--- config.mk ---
export PLATFORM = sky130hd
export DESIGN_NAME = decrypt_word_packer
export DESIGN_NICKNAME = d
export VERILOG_FILES = /design/src/rtl/decrypt_word_packer.sv
export SDC_FILE = /design/constraint.sdc
export NUM_CORES = 1
export LEC_CHECK = 0
export CAP_MARGIN = 20
export CORE_MARGIN = 1
export CORE_UTILIZATION = 66
export CTS_CLUSTER_DIAMETER = 60
export DETAILED_ROUTE_END_ITERATION = 7
export DONT_BUFFER_PORTS = 1
export PLACE_DENSITY = 0.82
export SETUP_SLACK_MARGIN = 0.02
export SLEW_MARGIN = 10
export SYNTH_ARGS = -nofsm -noshare
export SYNTH_HDL_FRONTEND = slang
export SYNTH_SLANG_ARGS = --single-unit
--- constraint.sdc ---
create_clock -name clk -period 13.8 [get_ports clk]
set_input_delay 2.07 -clock clk [delete_from_list [all_inputs] [get_ports clk]]
set_output_delay 2.07 -clock clk [all_outputs]
set_load 0.03 [all_outputs]
--- src/rtl/decrypt_word_packer.sv ---
// Packs a decrypted byte stream into 32-bit little-endian words and queues them
// in a show-ahead FIFO with a sticky overflow flag for words lost while full.
module decrypt_word_packer #(
    parameter int DEPTH = 8,
    parameter int LVL_W = $clog2(DEPTH + 1)
) (
    input  logic             clk,
    input  logic             rst,
    input  logic [7:0]       din,
    input  logic             din_v,
    input  logic             flush,
    input  logic             clr_ovf,
    output logic [31:0]      out_data,
    output logic [2:0]       out_bytes,
    output logic             out_valid,
    input  logic             out_ready,
    output logic [LVL_W-1:0] level,
    output logic             overflow
);
    localparam int AW = $clog2(DEPTH);
    localparam int PW = AW + 1;

    logic [23:0]   lanes_reg;
    logic [1:0]    cnt_reg;
    logic [31:0]   merged;
    logic          wr_req;
    logic [2:0]    wr_bytes;
    logic          wr_ok;
    logic          rd_en;
    logic          full;
    logic          ovf_set;
    logic [PW-1:0] wr_ptr_reg;
    logic [PW-1:0] rd_ptr_reg;
    logic          ovf_reg;
    logic [34:0]   mem [DEPTH];
    logic [34:0]   head;

    // Incoming byte lands in lane cnt; the other lanes keep their stored bytes.
    generate
        for (genvar gi = 0; gi < 4; gi++) begin : g_lane
            if (gi < 3) begin : g_stored
                assign merged[gi*8 +: 8] = (din_v && cnt_reg == 2'(gi)) ? din
                                                                         : lanes_reg[gi*8 +: 8];
            end else begin : g_top
                assign merged[gi*8 +: 8] = (din_v && cnt_reg == 2'd3) ? din : 8'h00;
            end
        end
    endgenerate

    always_comb begin
        wr_req   = 1'b0;
        wr_bytes = 3'd0;
        if (din_v) begin
            wr_req   = (cnt_reg == 2'd3) || flush;
            wr_bytes = 3'({1'b0, cnt_reg}) + 3'd1;
        end else begin
            wr_req   = flush && (cnt_reg != 2'd0);
            wr_bytes = 3'({1'b0, cnt_reg});
        end
    end

    always_ff @(posedge clk or negedge rst) begin
        if (!rst) begin
            lanes_reg <= '0;
            cnt_reg   <= '0;
        end else if (wr_req) begin
            // Lanes are cleared even when the word is dropped on overflow.
            lanes_reg <= '0;
            cnt_reg   <= '0;
        end else if (din_v) begin
            lanes_reg <= merged[23:0];
            cnt_reg   <= cnt_reg + 2'd1;
        end
    end

    assign out_valid = (wr_ptr_reg != rd_ptr_reg);
    assign full      = (wr_ptr_reg[AW] != rd_ptr_reg[AW]) &&
                       (wr_ptr_reg[AW-1:0] == rd_ptr_reg[AW-1:0]);
    assign rd_en     = out_valid && out_ready;
    assign wr_ok     = wr_req && (!full || rd_en);
    assign ovf_set   = wr_req && full && !rd_en;

    always_ff @(posedge clk) begin
        if (wr_ok) begin
            mem[wr_ptr_reg[AW-1:0]] <= {wr_bytes, merged};
        end
    end

    always_ff @(posedge clk or negedge rst) begin
        if (!rst) begin
            wr_ptr_reg <= '0;
            rd_ptr_reg <= '0;
            ovf_reg    <= 1'b0;
        end else begin
            if (wr_ok) begin
                wr_ptr_reg <= wr_ptr_reg + PW'(1);
            end
            if (rd_en) begin
                rd_ptr_reg <= rd_ptr_reg + PW'(1);
            end
            // A drop in the same cycle as a clear keeps the flag set.
            if (ovf_set) begin
                ovf_reg <= 1'b1;
            end else if (clr_ovf) begin
                ovf_reg <= 1'b0;
            end
        end
    end

    // Head entry is masked when empty so stale RAM contents never show.
    assign head      = mem[rd_ptr_reg[AW-1:0]];
    assign out_data  = out_valid ? head[31:0]  : 32'h0;
    assign out_bytes = out_valid ? head[34:32] : 3'd0;
    assign level     = LVL_W'(wr_ptr_reg - rd_ptr_reg);
    assign overflow  = ovf_reg;

endmodule

# ---- Yosys cells after proc, flatten, opt, wreduce, memory -nomap -nowiden
# Memory sizes are Yosys's and may differ from the RTL's.
# Cells that the tools add are included.
# Widths: inputs -> output; s select.
dict set report totals {
  reg_bits 35
  ram_bits 280
  inputBits 14
  mem_count 1
}
dict set report op_classes {
  addsub 5
  n_eq_ne 6
  muxes 16
  n_reduce_logical 18
}
# name depth width rd rd_ports_with_merged_regs wr line
set mem_list {}
lappend mem_list {mem 8 35 1 0 1 35} ;# logic [34:0] mem [DEPTH];
# op n
set ops {}
lappend ops {{$mux 24} 2}
lappend ops {{$mux 32} 1}
lappend ops {{$mux 8} 4}
lappend ops {{$logic_and 1x1->1} 10}
lappend ops {{$add 4x1->4 const B} 2}
lappend ops {{$mux 3} 2}
lappend ops {{$reduce_bool 2->1} 3}
lappend ops {{$mux 1} 5}
lappend ops {{$eq 2x2->1 const B} 2}
lappend ops {{$mux 2} 2}
lappend ops {{$ne 4x4->1} 1}
lappend ops {{$sub 4x4->4} 1}
lappend ops {{$add 2x1->3 const B} 1}
lappend ops {{$eq 3x3->1} 1}
lappend ops {{$add 2x1->2 const B} 1}
lappend ops {{$eq 2x1->1 const B} 1}
lappend ops {{$logic_not 1->1} 2}
lappend ops {{$logic_not 2->1} 1}
lappend ops {{$logic_or 1x1->1} 2}
lappend ops {{$ne 1x1->1} 1}

# ---- Longest topological paths before layout
# Gate-level depths: netlist of the first run.
dict set report depth {
  ltp_word 7
  depth_mapped 10
}

# ---- Least setup slack after synthesis of the first run
# OpenSTA, ideal clock, no wires.
dict set report synth_timing {
  path_type {in2reg}
  startpoint {in din_v}
  endpoint {mem mem[4][0], enable pin}
  setup_ns 0.528
  t_arrival_ns 6.384
  setup_slack_ns 6.888
  stages 5
  path_buffers 2
  path_cell_list {buf_2 -> o21a_1 -> o32ai_2 -> buf_4 -> nor4b_1}
}
dict set report synth_via {
  elab_chain_len 4
}
# element line
set synth_lines {}
lappend synth_lines {{start, declared} 10} ;# input logic din_v,
lappend synth_lines {{$mux 1} 53} ;# if (din_v) begin
lappend synth_lines {{$logic_and 1x1->1} 80} ;# assign wr_ok = wr_req && (!full || rd_en);
lappend synth_lines {{$mux 1} 84} ;# if (wr_ok) begin
lappend synth_lines {{$mux 1 (not written as such)} 85} ;# mem[wr_ptr_reg[AW-1:0]] <= {wr_bytes, merged};
lappend synth_lines {{end, declared} 35}
# Every way passes these cells.

# ---- Worst setup path after layout of the first run
dict set report layout_timing {
  startpoint {reg rd_ptr_reg[1]}
  endpoint {out out_data[3]}
}
dict set report layout_via {
  elab_chain_len 2
  elab_cells_between_ends 3
  classes_between {1 x eq/ne; 1 x mux; 1 x memory}
}
# element line
set layout_lines {}
lappend layout_lines {{start, declared} 33} ;# logic [PW-1:0] rd_ptr_reg;
lappend layout_lines {{start signal, assigned} 99} ;# rd_ptr_reg <= rd_ptr_reg + PW'(1);
lappend layout_lines {{$ne 4x4->1} 76} ;# assign out_valid = (wr_ptr_reg != rd_ptr_reg);
lappend layout_lines {{net out_valid} 15} ;# output logic out_valid,
lappend layout_lines {{$mux 32} 112} ;# assign out_data = out_valid ? head[31:0] : 32'h0;
lappend layout_lines {{end, declared} 13} ;# output logic [31:0] out_data,
# The timed path passes the listed nets, and every way through them passes these cells.

==> results of run 1 <==
-- logic make-up (layout without fill, tap and decap cells) --
kind of cell	after synthesis	after routing
AOI/OAI and AO/OA	69	69
buffers and inverters	43	76
DFF	315	315
and+or+nand+nor	42	42
muxes	96	96
xor gates and xnor gates	11	11
adders and majority gates	10	10
-- routing by layer --
layer | vias up | GRT usage | share of wire
li1 | 2462 | - | -
met4 | 0 | 0.0885 | 0.028
met2 | 232 | 0.435 | 0.51
met1 | 3062 | 0.343 | 0.40
met5 | - | 0 | 0
met3 | 53 | 0.0465 | 0.062
-- worst register-to-register path: cells and delay by family (launching register included) --
kind	cells	cell delay, ns
simple gates	2	0.28
fa+ha+maj	1	0.34
compound gates	1	0.89
buf+inv	3	1.29
flops	1	0.34
-- power by group through the flow --
stage / clock network (mW) / logic (mW) / registers [mW]
detailed placement: 0 / 1.15 / 1.40
CTS: 0.842 / 1.16 / 1.38
global placement: 0 / 1.13 / 1.38
finish: 0.829 / 1.15 / 1.38
global route: 0.874 / 1.22 / 1.40
floorplan: 0 / 1.01 / 1.35
-- how the worst min path moves through the flow --
stage	start	to	slack, ns
2_1_floorplan	lanes_reg[0]$_DFFE_PN0P_	lanes_reg[0]$_DFFE_PN0P_	0.46
3_3_place_gp	lanes_reg[22]$_DFFE_PN0P_	lanes_reg[22]$_DFFE_PN0P_	0.48
3_5_place_dp	lanes_reg[1]$_DFFE_PN0P_	lanes_reg[1]$_DFFE_PN0P_	0.48
4_1_cts	lanes_reg[12]$_DFFE_PN0P_	lanes_reg[12]$_DFFE_PN0P_	0.50
5_1_grt	lanes_reg[20]$_DFFE_PN0P_	lanes_reg[20]$_DFFE_PN0P_	0.52
6_report	lanes_reg[12]$_DFFE_PN0P_	lanes_reg[12]$_DFFE_PN0P_	0.50
-- placed cells by master, fill, tap and decap left out, types with 6 or more instances in the layout --
cell type / synthesis / routed
a22o_1: 59 / 59
inv_1: 10 / 10
edfxtp_1: 280 / 280
xnor2_1: 6 / 6
nand2_1: 7 / 7
buf_4: 2 / 11
mux4_2: 70 / 70
dfrtp_1: 35 / 33
mux2_2: 25 / 25
and3_1: 8 / 8
clkbuf_16: 0 / 31
ha_1: 9 / 9
-- final cells by class --
cell class | instances | share of cell area
Tap cell | 229 | 0.0209
Clock buffer | 39 | 0.0609
Timing Repair Buffer | 12 | 0.00711
Sequential cell | 315 | 0.677
Multi-Input combinational cell | 228 | 0.219
Inverter | 10 | 0.00273
Clock inverter | 15 | 0.0129
-- metrics by stage --
step	hold WS (ns)	cells	power (mW)	setup WS, ns	util
after global routing	0.517	848	3.49	8.12	0.751
final	0.502	848	3.36	8.32	0.751
after floorplan	0.461	586	2.36	6.89	-
after CTS	0.500	847	3.38	8.25	0.751
after global placement	0.477	793	2.51	8.87	0.695
after detailed placement	0.482	793	2.54	8.86	0.695
==> qor.csv, run 1 <==
metric;value;unit
status;finished clean;
Hold Path Cell Cnt;1;
Yosys reg bits;315;
asr flop ratio synth;0.111;
CP Cell Sequence;buf_4, inv_1, ha_1, nand3_1, or2_4, and2_4, a22o_1;
chip height;140;um
Initial Util;0.683;
Boundary Pins;55;
register area;9290;um2
residual DRC count;0;
reg2reg start;rd_ptr_reg[1]$_DFFE_PN0P_;
post-synthesis sequential area ratio;0.743;
Clock Power Share;0.247;
gr usage total;0.257;
Critical Path AT;3.41;ns
design area;13700;um2
hold crit path type;register to register;
syn_area_per_cell;21.3;um2
Layout Skew;0.0106;ns
share of cells above drive strength 1;0.275;
first-pass GRT wire length;36600;um
R2R setup slack;10.33;ns
clk buf depth;3;
Mapped Nets;610;
GPL Wtd Cong;0.776;
worst setup path start;rd_ptr_reg[1]$_DFFE_PN0P_;
Die X;140;um
fin crit period;5.48;ns
Setup crit end kind;primary output;
Skew-Pair Late Insertion Delay;0.55;ns
Max-cap violations;0;
most common cell in the synthesized netlist;edfxtp_1;
Overflow after GRT;0;
post-CTS sizing;0;
share of the synthesized area in the top cell type;0.673;
Filler cells;970;
dpl cell area;12700;um2
Worst-path clk slew;0.06;ns
R2R depth;7;
required time of the critical path;11.73;ns
Compound-Gate Fraction of Synth Area;0.0489;
post-route ant nets;0;
Bufs and invs on worst path;2;
row count;49;
core region area;18300;um2
Area growth syn-to-layout;9.93;%
number of H-tree levels;1;
root buffer cell;clkbuf_16;
Synth Area in Simple Gates;0.0198;
largest family of logic cells by synthesized area;multiplexers;
TritonCTS buffer count;29;
Crit path depth;7;
PwrDens;244;nW/um2
Crit Path Class;register to primary output;
nets;620;
Largest stage delay, worst path;0.79;ns
switching part of the total;0.349;
Die ar.;19500;um2
Ant. Diodes;0;
Detail Placement HPWL;12900;um
Critical Path Sink;out_data[3];
Mapped Area;12500;um2
slowest cell on the critical path;buf_4;
Top FF cell, synth;edfxtp_1;
sequential power share;0.411;
Leakage;4.74;nW
CTS tree;yes;
internal power;2.19;mW
Slew headroom;0.286;
Final period util;0.397;
CTS sink count;315;
RSZ-0062 raised after global routing;no;
Slew Viols, Final;0;
Setup TNS Final;0;ns
WL final;23600;um
cell taking the most area after synthesis;edfxtp_1;
Yosys cell types;39;
critical path peak fanout;75;
Synth Area in Adders;0.0106;
count of flip-flops with a built-in enable after synthesis;280;
Final Hold Violating Endpoints;0;
multi-input logic area;3000;um2
post-DR vias/cell;6.85;
vias;5809;
Gate power share;0.342;
crit-path leading delay family;buffers and inverters;
Commonest cells post-synth;edfxtp_1, mux4_2, a22o_1;
Worst setup SP type;register;
RR Endpoint;mem[4][10]$_DFFE_PP_;
xor and xnor area share after synthesis;0.00772;
vias in the first global route;6207;
YS warnings;0;
Max Clock Freq;182;MHz
hold_buf cts;0;
mux cell area share after synthesis;0.150;
initial antenna violation count;0;
Final setup viols;0;
worst-margin pin slew;1.07;ns
routed len/inst;27.9;um
number of port buffers;0;
Sw Pwr;1.17;mW
max reg flops;280;
TritonRoute pass-1 iters;5;
Synth area leaders;edfxtp_1, mux4_2, dfrtp_1;
peak supply drop;0.163;mV
Post-CTS Setup Inserts;0;
Syn Inst Count;586;
largest net degree at the start of global routing;76;
DRT iter0 DRCs;512;
No activity file was read; power rests on OpenSTA's default activity.
==> run 2: changes to the inputs <==
--- a/config.mk
+++ b/config.mk
@@ -7,11 +7,11 @@
 export LEC_CHECK = 0
 export CAP_MARGIN = 20
 export CORE_MARGIN = 1
-export CORE_UTILIZATION = 66
+export CORE_UTILIZATION = 57
 export CTS_CLUSTER_DIAMETER = 60
 export DETAILED_ROUTE_END_ITERATION = 7
 export DONT_BUFFER_PORTS = 1
-export PLACE_DENSITY = 0.82
+export PLACE_DENSITY = 0.75
 export SETUP_SLACK_MARGIN = 0.02
 export SLEW_MARGIN = 10
 export SYNTH_ARGS = -nofsm -noshare
==> constraint.sdc (replaced) <==
create_clock -name clk -period 4.7 [get_ports clk]
set_input_delay 0.705 -clock clk [delete_from_list [all_inputs] [get_ports clk]]
set_output_delay 0.705 -clock clk [all_outputs]
set_load 0.03 [all_outputs]
==> qor.csv, run 2 (synthesized netlist as in run 1, its figures left out) <==
metric;value;unit
status;finished clean;
Die ar.;22500;um2
Largest stage delay, worst path;0.59;ns
Die X;150;um
residual DRC count;0;
critical path peak fanout;35;
number of H-tree levels;1;
post-DR vias/cell;6.54;
Final period util;0.799;
Ant. Diodes;0;
Layout Skew;0.0141;ns
CP Cell Sequence;inv_1, ha_1, nand3_1, or2_4, and2_4, a22o_1;
commonest non-fill, non-tap cell in the layout;edfxtp_1;
RSZ-0062 raised after global routing;no;
worst-margin pin slew;1.11;ns
Slew headroom;0.257;
number of port buffers;0;
Final setup viols;0;
DRT iter0 DRCs;523;
first-pass GRT wire length;36400;um
peak supply drop;0.908;mV
Overflow after GRT;0;
Final Instance Count excl. Fillers;899;
Bufs and invs on worst path;1;
Leakage;4.75;nW
WL final;24100;um
largest net degree at the start of global routing;75;
TritonCTS buffer count;30;
post-CTS sizing;0;
commonest non-fill, non-tap cells in the layout;edfxtp_1, mux4_2, a22o_1;
Worst-path clk slew;0.06;ns
GPL Wtd Cong;0.790;
PwrDens;713;nW/um2
Critical Path AT;3.05;ns
root buffer cell;clkbuf_16;
max reg flops;280;
CTS sink count;315;
Initial Util;0.588;
CTS tree;yes;
core region area;21200;um2
worst setup slack after layout;0.944;ns
fin crit period;3.76;ns
slowest cell on the critical path;dfrtp_1;
Placed Cells;840;
vias;5875;
share of cells above drive strength 1;0.274;
Final Power;9.84;mW
Skew-Pair Late Insertion Delay;0.54;ns
hold crit path type;input pin to register;
routed len/inst;26.8;um
Detail Placement HPWL;13700;um
Filler cells;1387;
post-route ant nets;0;
initial antenna violation count;0;
Boundary Pins;55;
chip height;150;um
required time of the critical path;3.99;ns
Setup crit end kind;primary output;
Worst setup SP type;register;
row count;53;
design area;13800;um2
TritonRoute pass-1 iters;5;
Slew Viols, Final;0;
Area growth syn-to-layout;10.5;%
Max-cap violations;0;
clk buf depth;3;
nets;624;
Final Hold Violating Endpoints;0;
Max Clock Freq;266;MHz
fin util;0.650;
crit-path leading delay family;simple AND/OR/NAND/NOR gates;
vias in the first global route;6213;
worst slack, placed;1.37;ns
gr usage total;0.222;
dpl cell area;12800;um2
Crit Path Class;register to primary output;
run 2: changes by cell type in the layout (fill, tap and decap cells not counted):
| cell | delta |
|---|---|
| clkbuf_1 | +6 |
| bufinv_16 | -3 |
| clkinv_1 | -3 |
| buf_4 | +2 |
| clkbuf_8 | +2 |
| buf_12 | +1 |
| buf_8 | -1 |
| clkbuf_16 | +1 |
| clkinvlp_4 | -1 |
| dlygate4sd3_1 | +1 |
| nor3_2 | -1 |
| nor3_4 | +1 |
| nor4b_2 | -1 |
| nor4b_4 | +1 |
run 2: layer usage:
| layer | GRT usage | up-vias | part of all wire |
|---|---|---|---|
| li1 | - | 2476 | - |
| met1 | 0.307 | 3160 | 0.42 |
| met2 | 0.371 | 197 | 0.50 |
| met3 | 0.0332 | 42 | 0.058 |
| met4 | 0.0636 | 0 | 0.023 |
| met5 | 0 | - | 0 |
run 2: timing repair:
item | in CTS | in global routing
hold buffers | 2 | 0
buffers inserted | 0 | 0
endpoints found under the hold margin | 35 | 0
run 2: worst register-to-register path, stage by stage (launching register included):
cell and delay (ns):
dfrtp_1 0.59, inv_1 0.23, ha_1 0.36, nand3_1 0.17, o32ai_2 0.16, buf_4 0.23
nor3_4 0.81, buf_4 0.48
run 2: report_power, final:
group	total [mW]	internal, mW	switching [mW]
Sequential	4.00	3.76	0.236
Clock	2.35	1.38	0.967
Combinational	3.49	1.21	2.29
Total	9.84	6.35	3.49
run 2: final timing paths:
path | startpoint | end | slack, ns | depth (start not counted)
max | wr_ptr_reg[0]$_DFFE_PN0P_ | out_data[14] | 0.94 | 6
max in group asynchronous | rst | rd_ptr_reg[0]$_DFFE_PN0P_ | 3.86 | 2
max reg2reg | wr_ptr_reg[0]$_DFFE_PN0P_ | mem[7][21]$_DFFE_PP_ | 1.33 | 7
min reg2reg | lanes_reg[14]$_DFFE_PN0P_ | lanes_reg[14]$_DFFE_PN0P_ | 0.50 | 1
min in group asynchronous | rst | wr_ptr_reg[2]$_DFFE_PN0P_ | 0.64 | 2
min | out_ready | overflow$_DFFE_PN0P_ | 0.28 | 1
run 2: final cells by class:
| class | instances | area [um2] | share of cell area |
|---|---|---|---|
| Tap cell | 275 | 344 | 0.0249 |
| Inverter | 10 | 37.5 | 0.00272 |
| Multi-Input combinational cell | 228 | 3020 | 0.219 |
| Timing Repair Buffer | 15 | 128 | 0.00925 |
| Sequential cell | 315 | 9290 | 0.673 |
| Clock inverter | 8 | 67.6 | 0.00490 |
| Clock buffer | 48 | 911 | 0.0660 |
run 2: per-stage QoR:
| stage | setup TNS [ns] | hold slack, ns |
|---|---|---|
| global route | 0 | 0.272 |
| floorplan | -114.07 | 0.409 |
| CTS | 0 | 0.263 |
| global placement | 0 | 0.411 |
| detailed placement | 0 | 0.411 |
| finish | 0 | 0.275 |
==> run 3: changes to the inputs <==
--- a/config.mk
+++ b/config.mk
@@ -7,11 +7,11 @@
 export LEC_CHECK = 0
 export CAP_MARGIN = 20
 export CORE_MARGIN = 1
-export CORE_UTILIZATION = 57
+export CORE_UTILIZATION = 63
 export CTS_CLUSTER_DIAMETER = 60
 export DETAILED_ROUTE_END_ITERATION = 7
 export DONT_BUFFER_PORTS = 1
-export PLACE_DENSITY = 0.75
+export PLACE_DENSITY = 0.79
 export SETUP_SLACK_MARGIN = 0.02
 export SLEW_MARGIN = 10
 export SYNTH_ARGS = -nofsm -noshare
==> constraint.sdc (replaced) <==
create_clock -name clk -period 3.5 [get_ports clk]
set_input_delay 0.525 -clock clk [delete_from_list [all_inputs] [get_ports clk]]
set_output_delay 0.525 -clock clk [all_outputs]
set_load 0.03 [all_outputs]
==> qor.csv, run 3 (synthesized netlist as in run 1, its figures left out) <==
metric;value;unit
Layout Skew;0.00811;ns
PwrDens;952;nW/um2
CTS sink count;315;
commonest non-fill, non-tap cell in the layout;edfxtp_1;
row count;51;
status;finished clean;
design area;13800;um2
Final period util;0.951;
Critical Path AT;2.80;ns
Final Hold Violating Endpoints;0;
hold crit path type;input pin to register;
root buffer cell;clkbuf_16;
Detail Placement HPWL;12900;um
clk buf depth;3;
Filler cells;1141;
first-pass GRT wire length;35800;um
fin crit period;3.33;ns
core region area;19500;um2
routed len/inst;26.3;um
number of port buffers;0;
chip height;143;um
TritonRoute pass-1 iters;5;
worst slack, placed;0.646;ns
Boundary Pins;55;
TritonCTS buffer count;31;
nets;626;
Slew Viols, Final;0;
Worst setup SP type;register;
gr usage total;0.244;
DRT iter0 DRCs;430;
max reg flops;280;
Slew headroom;0.532;
initial antenna violation count;0;
Area growth syn-to-layout;10.7;%
Post-CTS Setup Inserts;0;
WL final;23500;um
Max-cap violations;0;
Final setup viols;0;
vias in the first global route;6107;
number of H-tree levels;1;
peak supply drop;0.816;mV
residual DRC count;0;
Setup crit end kind;primary output;
dpl cell area;12800;um2
CTS tree;yes;
required time of the critical path;2.97;ns
largest net degree at the start of global routing;74;
Leakage;4.75;nW
Skew-Pair Late Insertion Delay;0.54;ns
Worst-path clk slew;0.06;ns
Ant. Diodes;0;
commonest non-fill, non-tap cells in the layout;edfxtp_1, mux4_2, a22o_1;
vias;5766;
worst-margin pin slew;0.697;ns
Die ar.;20400;um2
RSZ-0062 raised after global routing;no;
worst setup slack after layout;0.171;ns
Initial Util;0.642;
Crit Path Class;register to primary output;
Die X;143;um
critical path peak fanout;35;
post-DR vias/cell;6.47;
post-route ant nets;0;
final hold slack;0.0939;ns
Overflow after GRT;0;
GPL Wtd Cong;0.835;
share of cells above drive strength 1;0.281;
Max Clock Freq;300;MHz
==> run 3: timing repair <==
item                       CTS  global route
hold endpoints to repair    35             0
hold buffers                 2             0
setup endpoints to repair    0            35
resized for setup            0             2
==> run 3: layer usage <==
metal	wire (um)	global-route usage
met1	9340	0.332
met2	12100	0.409
met3	1600	0.0456
met4	467	0.0730
met5	0	0
==> run 3: final timing paths <==
kind / start / endpoint / slack, ns / cells past startpoint
setup / recovery: wr_ptr_reg[0]$_DFFE_PN0P_ / out_data[5] / 0.17 / 6
hold / removal: out_ready / overflow$_DFFE_PN0P_ / 0.09 / 1
setup reg to reg: cnt_reg[0]$_DFFE_PN0P_ / mem[2][11]$_DFFE_PP_ / 0.76 / 7
hold reg to reg: lanes_reg[11]$_DFFE_PN0P_ / lanes_reg[11]$_DFFE_PN0P_ / 0.50 / 1
max in group asynchronous: rst / rd_ptr_reg[0]$_DFFE_PN0P_ / 2.87 / 2
min in group asynchronous: rst / wr_ptr_reg[3]$_DFFE_PN0P_ / 0.43 / 2
==> run 3: where the power goes <==
group / internal, mW / switching [mW]
registers: 5.06 / 0.257
clock network: 1.76 / 1.29
logic: 1.67 / 3.13
total: 8.48 / 4.68
==> run 3: layout make-up <==
class	count	area, um2	area share
Inverter	10	37.5	0.00271
Clock inverter	11	65.1	0.00471
Multi-Input combinational cell	228	3060	0.221
Timing Repair Buffer	16	148	0.0107
Clock buffer	46	892	0.0645
Sequential cell	315	9290	0.672
Tap cell	265	332	0.0240
==> run 3: worst max-delay path: stages, from the launching register on <==
cell and delay (ns):
dfrtp_1 0.38, inv_1 0.24, ha_1 0.30, nand3_1 0.17, or2_4 0.23, and2_4 0.49
a22o_1 0.43
==> run 3: per-stage QoR <==
step / cells / setup TNS (ns) / utilization / power, mW
after floorplan: 586 / -76.30 / - / 9.32
after global placement: 832 / 0 / 0.660 / 10.1
after detailed placement: 832 / 0 / 0.660 / 10.2
after CTS: 891 / 0 / 0.710 / 13.3
after global routing: 891 / 0 / 0.710 / 13.7
final: 891 / 0 / 0.710 / 13.2
